### config.mk
export PLATFORM = sky130hd
export DESIGN_NAME = fp_divide_iter
export DESIGN_NICKNAME = d
export VERILOG_FILES = /design/src/rtl/fp_pkg.sv /design/src/rtl/exponent_sub.sv /design/src/rtl/fp_divide_iter.sv
export SDC_FILE = /design/constraint.sdc
export NUM_CORES = 1
export LEC_CHECK = 0
export CAP_MARGIN = 0
export CORE_MARGIN = 5
export CORE_UTILIZATION = 56
export DETAILED_ROUTE_END_ITERATION = 12
export GPL_TIMING_DRIVEN = 0
export PLACE_DENSITY = 0.85
export SYNTH_ARGS = -nofsm -noshare
export SYNTH_HDL_FRONTEND = slang
export SYNTH_HIERARCHICAL = 1
export SYNTH_SLANG_ARGS = --single-unit
export TNS_END_PERCENT = 50
### constraint.sdc
create_clock -name clk -period 5.1 [get_ports clk]
set_input_delay 1.02 -clock clk [delete_from_list [all_inputs] [get_ports clk]]
set_output_delay 1.02 -clock clk [all_outputs]
set_load 0.01 [all_outputs]
### src/rtl/fp_pkg.sv
// Shared single-precision constants, field widths and the divider state encoding.
package fp_pkg;
    localparam int EXP_W  = 8;
    localparam int FRAC_W = 23;
    localparam int MANT_W = 24;
    localparam int REM_W  = 26;
    localparam int QUO_W  = 25;
    localparam int CNT_W  = 5;
    localparam int E_W    = 10;

    localparam int                BIAS    = 127;
    localparam logic [EXP_W-1:0]  EXP_INF = 8'hFF;
    localparam logic [31:0]       QNAN    = 32'h7FC00000;
    localparam logic [31:0]       PINF    = 32'h7F800000;
    localparam logic [CNT_W-1:0]  LAST_ITER = 5'd24;

    typedef enum logic [1:0] {
        IDLE,
        DIV,
        NORM,
        DONE
    } state_t;
endpackage

### src/rtl/exponent_sub.sv
// Quotient exponent: ea - eb + bias - dec, wide and signed so overflow/underflow stay visible.
module exponent_sub
    import fp_pkg::*;
(
    input  logic [EXP_W-1:0]        ea_i,
    input  logic [EXP_W-1:0]        eb_i,
    input  logic                    dec_i,
    output logic signed [E_W-1:0]   e_o
);
    localparam logic signed [E_W-1:0] BIAS_S = E_W'(BIAS);

    logic signed [E_W-1:0] ea_s;
    logic signed [E_W-1:0] eb_s;
    logic signed [E_W-1:0] dec_s;

    assign ea_s  = $signed({2'b00, ea_i});
    assign eb_s  = $signed({2'b00, eb_i});
    assign dec_s = $signed({{(E_W-1){1'b0}}, dec_i});
    assign e_o   = ea_s - eb_s + BIAS_S - dec_s;
endmodule

### src/rtl/fp_divide_iter.sv
// Iterative single-precision divider: restoring 1-bit/cycle mantissa divide, truncating,
// with start/busy/done handshake and registered result and exception flags.
module fp_divide_iter
    import fp_pkg::*;
(
    input  logic        clk,
    input  logic        resetn,
    input  logic        start,
    input  logic [31:0] a,
    input  logic [31:0] b,
    output logic        busy,
    output logic        done,
    output logic [31:0] result,
    output logic        overflow,
    output logic        underflow,
    output logic        div_by_zero,
    output logic        invalid
);
    state_t                state_q, state_d;
    logic [CNT_W-1:0]      cnt_q, cnt_d;
    logic [REM_W-1:0]      rem_q, rem_d;
    logic [REM_W-1:0]      dvs_q, dvs_d;
    logic [QUO_W-1:0]      quo_q, quo_d;
    logic [EXP_W-1:0]      ea_q, ea_d, eb_q, eb_d;
    logic                  sign_q, sign_d;
    logic [31:0]           result_q, result_d;
    logic                  ovf_q, ovf_d, unf_q, unf_d, dz_q, dz_d, inv_q, inv_d;

    logic                  a_zero, b_zero, a_nf, b_nf, is_inv, special, sgn;
    logic                  ge;
    logic                  dec;
    logic [FRAC_W-1:0]     frac;
    logic signed [E_W-1:0] e_w;

    assign a_zero  = (a[30:23] == '0);
    assign b_zero  = (b[30:23] == '0);
    assign a_nf    = (a[30:23] == EXP_INF);
    assign b_nf    = (b[30:23] == EXP_INF);
    assign is_inv  = (a_zero && b_zero) || a_nf || b_nf;
    assign special = is_inv || b_zero || a_zero;
    assign sgn     = a[31] ^ b[31];

    assign ge   = (rem_q >= dvs_q);
    assign dec  = ~quo_q[QUO_W-1];
    assign frac = quo_q[QUO_W-1] ? quo_q[QUO_W-2:1] : quo_q[QUO_W-3:0];

    exponent_sub u_exp (
        .ea_i  (ea_q),
        .eb_i  (eb_q),
        .dec_i (dec),
        .e_o   (e_w)
    );

    always_comb begin
        state_d  = state_q;
        cnt_d    = cnt_q;
        rem_d    = rem_q;
        dvs_d    = dvs_q;
        quo_d    = quo_q;
        ea_d     = ea_q;
        eb_d     = eb_q;
        sign_d   = sign_q;
        result_d = result_q;
        ovf_d    = ovf_q;
        unf_d    = unf_q;
        dz_d     = dz_q;
        inv_d    = inv_q;
        case (state_q)
            IDLE: begin
                if (start) begin
                    ovf_d  = 1'b0;
                    unf_d  = 1'b0;
                    dz_d   = 1'b0;
                    inv_d  = 1'b0;
                    sign_d = sgn;
                    ea_d   = a[30:23];
                    eb_d   = b[30:23];
                    if (special) begin
                        state_d = DONE;
                        if (is_inv) begin
                            result_d = QNAN;
                            inv_d    = 1'b1;
                        end else if (b_zero) begin
                            result_d = {sgn, PINF[30:0]};
                            dz_d     = 1'b1;
                        end else begin
                            result_d = {sgn, 31'd0};
                        end
                    end else begin
                        state_d = DIV;
                        rem_d   = {2'b01, a[22:0]};
                        dvs_d   = {2'b01, b[22:0]};
                        quo_d   = '0;
                        cnt_d   = '0;
                    end
                end
            end
            DIV: begin
                // Restoring step: quotient bits enter at the LSB so the first lands at q[24].
                rem_d = ge ? ((rem_q - dvs_q) << 1) : (rem_q << 1);
                quo_d = {quo_q[QUO_W-2:0], ge};
                cnt_d = cnt_q + 5'd1;
                if (cnt_q == LAST_ITER) state_d = NORM;
            end
            NORM: begin
                state_d = DONE;
                if (e_w >= 10'sd255) begin
                    result_d = {sign_q, EXP_INF, 23'd0};
                    ovf_d    = 1'b1;
                end else if (e_w <= 10'sd0) begin
                    result_d = {sign_q, 31'd0};
                    unf_d    = 1'b1;
                end else begin
                    result_d = {sign_q, e_w[EXP_W-1:0], frac};
                end
            end
            DONE:    state_d = IDLE;
            default: state_d = IDLE;
        endcase
    end

    always_ff @(posedge clk or negedge resetn) begin
        if (!resetn) begin
            state_q  <= IDLE;
            cnt_q    <= '0;
            result_q <= '0;
            ovf_q    <= 1'b0;
            unf_q    <= 1'b0;
            dz_q     <= 1'b0;
            inv_q    <= 1'b0;
        end else begin
            state_q  <= state_d;
            cnt_q    <= cnt_d;
            result_q <= result_d;
            ovf_q    <= ovf_d;
            unf_q    <= unf_d;
            dz_q     <= dz_d;
            inv_q    <= inv_d;
        end
    end

    // Datapath registers carry no reset; they are always reloaded before use.
    always_ff @(posedge clk) begin
        rem_q  <= rem_d;
        dvs_q  <= dvs_d;
        quo_q  <= quo_d;
        ea_q   <= ea_d;
        eb_q   <= eb_d;
        sign_q <= sign_d;
    end

    assign busy        = (state_q != IDLE);
    assign done        = (state_q == DONE);
    assign result      = result_q;
    assign overflow    = ovf_q;
    assign underflow   = unf_q;
    assign div_by_zero = dz_q;
    assign invalid     = inv_q;
endmodule
==> flow_summary.rst <==
.. list-table::
   :header-rows: 1

   * - Metric
     - Value
   * - Status
     - finished, final reports clean
   * - Antenna violations before repair
     - 0
   * - Count of pins over their slew limit
     - 0
   * - FP Rows
     - between 40 and 50
   * - First-pass GRT wire length
     - a little over 30 mm
   * - Combinational group share of total power
     - 55.5%
   * - Distinct cells, synth
     - 65
   * - Int Pwr
     - 4.01 mW
   * - Antenna-violating nets left
     - 0
   * - Vertical die dimension
     - 128 um
   * - Synthesized netlist net count
     - between 800 and 900
   * - Sequential share of power
     - 28.1%
   * - Dominant register cell in the synthesized netlist
     - edfxtp_1
   * - Syn Std Cell Area
     - 0.00782 mm^2
   * - Syn_area_per_cell
     - approximately 10 um^2
   * - Reg-to-reg critical path startpoint
     - ea_q[0]
   * - Clock Latency Late Sink
     - 0.43 ns
   * - Clock Sink Count
     - 134
   * - EDFF count, synth
     - 91
   * - Count of inserted antenna diode cells
     - 0
   * - Initial Utilization
     - 56.8%
   * - Type of element launching the critical path
     - flop
   * - Post-DP Area
     - 0.00917 mm^2
   * - Critical path data required time
     - 5.42 ns
   * - Final setup vio count
     - 0
   * - Total count of hold-check failures in the final report
     - 0
   * - Area grow syn2layout
     - 24.5%
   * - Post-Layout Inst Area
     - a little under 0.01 mm^2
   * - Data arrival at the endpoint of the critical path
     - ~5.0 ns
   * - VDD IR-drop max
     - 0.000373 V
   * - Core area
     - 0.0138 mm^2
   * - CP Class
     - reg -> reg
   * - Final period util
     - 92.2%
   * - Largest net degree at the start of global routing
     - 37
   * - Endpoint of the most critical register-to-register path
     - result[5]
   * - Internal reg-to-reg setup slack
     - between 0.3 and 0.4 ns
   * - Post-layout minimum cycle time
     - 4.70 ns
   * - Number of ports placed on the die boundary
     - 105
   * - Share of synthesized flip-flops with an asynchronous set or reset
     - 32.1%
   * - Total power density per cell area
     - 720 mW/mm^2
   * - Count of buffers inserted at the top-level ports
     - 104
   * - Average detailed-routed wire length per instance
     - roughly 17 um
   * - Total leakage power
     - 4.01 nW
   * - Maximum capacitance violations
     - 0
   * - Worst Reg-to-Reg Cells
     - 19
   * - Final Net Count
     - 997
   * - Overall via count from detail_route
     - approximately 6300
   * - Clock tree from TritonCTS
     - done
   * - Worst min-delay path class
     - in -> async
   * - Die footprint
     - 0.0164 mm^2
   * - Switching power total
     - 2.99 mW
   * - Detailed-placement wirelength estimate
     - roughly 14 mm
   * - Post-synthesis register bit count
     - roughly 130
   * - Maximum fanout count along the critical path
     - 10
   * - Fin Clk Skew
     - between 0.01 and 0.015 ns
   * - Detailed Route WL
     - around 19 mm
   * - Worst-margin pin slew
     - 1.03 ns
   * - Yosys warns
     - 6
   * - Largest buffer count on any clock path
     - 2
   * - Clock slew at reported path FFs
     - 0.06 ns
   * - Remaining routing DRC violations
     - 0
   * - Part of the Yosys area used for sequential elements
     - about 49%
   * - Number of violations reported at the end of detailed-routing iteration 0
     - 450
   * - Fraction of the core area covered by cells at the end of the flow
     - 70.7%
   * - Relative slew slack
     - 31.4%
   * - Clock power frac
     - between 10% and 20%
   * - Mapped Cells
     - 758
   * - GR Util All Layers
     - 23.4%
   * - Number of H-tree branching levels
     - 4
   * - Die W
     - approximately 130 um
   * - Number of global-route vias before repair
     - 6178
   * - Number of buffers added to fix hold violations after cts
     - 0
   * - Clock root buffer
     - clkbuf_16
   * - Achievable clock frequency
     - 213 MHz
   * - Routability congestion estimate
     - 0.915
   * - Fraction of power spent switching nets
     - 42.8%
   * - Proportion of layout cells with a drive suffix above 1
     - 7.36%
   * - Fill cells
     - 1015
   * - Kind of end point of the critical path
     - flop
   * - First-pass iteration count of the detailed router
     - 5
   * - Buffers inserted by post-CTS timing repair
     - 0
   * - CTS Buf Count
     - 17
   * - Average via count per standard cell
     - 5.80
   * - Sum of overflow across all layers after global routing
     - 0
## cell usage in the layout, fill, tap and decap left out, types with 4 or more instances in the layout
cell / count
a211oi_1: 9
a21o_1: 9
a21oi_1: 56
a31oi_1: 5
and2_1: 26
buf_2: 5
clkbuf_1: 20
clkbuf_16: 19
clkdlybuf4s50_1: 103
clkinv_2: 4
dfrtp_1: 43
edfxtp_1: 91
ha_1: 43
inv_1: 65
inv_4: 4
mux2i_1: 38
nand2_1: 77
nand2b_1: 8
nand3_1: 7
nand4_1: 15
nor2_1: 56
nor2b_1: 5
nor3_1: 12
nor4_1: 6
o211ai_1: 5
o21a_1: 11
o21ai_0: 32
o21bai_1: 5
o31ai_1: 24
xnor2_1: 18
xor2_1: 11
## what timing repair did
action,in CTS,in global routing
endpoints found under the setup margin,0,20
hold endpoints to repair,0,0
gates resized for setup,0,3
## through the flow
stage | TNS [ns] | setup WS [ns] | hold WS (ns) | std cells | power [mW]
detailed placement | 0 | 0.375 | 0.475 | 1045 | 5.77
floorplan | 0 | 0.800 | 0.506 | 758 | 4.63
CTS | 0 | 0.337 | 0.427 | 1077 | 6.96
global placement | -36.45 | -0.939 | 0.465 | 1042 | 5.61
global route | -0.00316 | -0.00316 | 0.445 | 1077 | 7.48
finish | 0 | 0.399 | 0.434 | 1077 | 7.00
## routing by layer
metal  GRT usage, %  vias to the layer above  part of all wire, %
li1               -                     2992                    -
met1           30.3                     2956                   43
met2           37.6                      247                   48
met3           5.13                       56                  6.2
met4           10.6                        0                  3.3
met5              0                        -                    0
## how the worst max path moves through the flow
stage,start,to,slack [ns]
floorplan,a[24],cnt_q[3],0.80
CTS,quo_q[24],result[5],0.34
global placement,a[24],cnt_q[4],-0.94
finish,ea_q[0],result[5],0.40
global route,ea_q[0],result[17],-0.003
detailed placement,quo_q[24],result[5],0.37
## state kept, by name, indices dropped and copies added (netlist names)
register / cells
dvs_q: 23
invalid: 1
underflow: 1
result: 32
eb_q: 8
sign_q: 1
div_by_zero: 1
overflow: 1
rem_q: 26
cnt_q: 5
ea_q: 8
state_q: 2
quo_q: 25
## synth_stat cells (12+ instances only)
cell      instances  area share, %
a21oi_1          56            3.6
and2_1           26            2.1
clkbuf_1         20           0.96
dfrtp_1          43             14
edfxtp_1         91             35
ha_1             43            6.9
inv_1            65            3.1
mux2i_1          38            4.9
nand2_1          77            3.7
nand4_1          15            1.2
nor2_1           56            2.7
nor3_1           12           0.77
o21ai_0          32            2.0
o31ai_1          24            2.3
xnor2_1          18            2.0
## cells by family (layout without fill, tap and decap cells)
group / Yosys count / in the layout / synth area share, %
xor+xnor: 29 / 29 / 3.25
buf+inv: 94 / 233 / 4.83
simple gates: 230 / 230 / 14.5
mux: 38 / 38 / 4.86
flops: 134 / 134 / 48.7
compound gates: 187 / 187 / 16.2
fa+ha+maj: 46 / 46 / 7.65
## worst max-delay path: stages (launching register included)
cell and delay [ns]:
edfxtp_1 0.37, inv_1 0.09, ha_1 0.17, inv_1 0.05
fa_1 0.43, a211oi_2 0.28, nor2_1 0.12, a21oi_2 0.28
inv_1 0.09, ha_1 0.33, inv_1 0.06, o21bai_1 0.31
a31oi_2 0.14, o32ai_2 0.33, xor2_1 0.31, nor3_1 0.10
a31oi_2 0.30, nand2_1 0.23, clkbuf_1 0.29, o31ai_1 0.32
## cell type report
type / instances / area, um^2 / area share (%)
timing repair buffer: 107 / 1110 / 11.4
tap: 180 / 225 / 2.31
inverter: 65 / 244 / 2.51
buffer: 29 / 135 / 1.39
multi-input combinational: 530 / 3650 / 37.5
clock inverter: 11 / 66.3 / 0.681
clock buffer: 21 / 493 / 5.06
sequential: 134 / 3810 / 39.1
## power groups by stage
stage | Sequential, mW | Clock (mW) | Combinational, mW
after floorplan | 1.98 | 0 | 2.65
after global placement | 2.00 | 0 | 3.61
after detailed placement | 1.98 | 0 | 3.79
after CTS | 1.97 | 1.17 | 3.83
after global routing | 2.01 | 1.22 | 4.25
final | 1.97 | 1.15 | 3.89
Note: power is estimated with default switching activity, not from simulation.
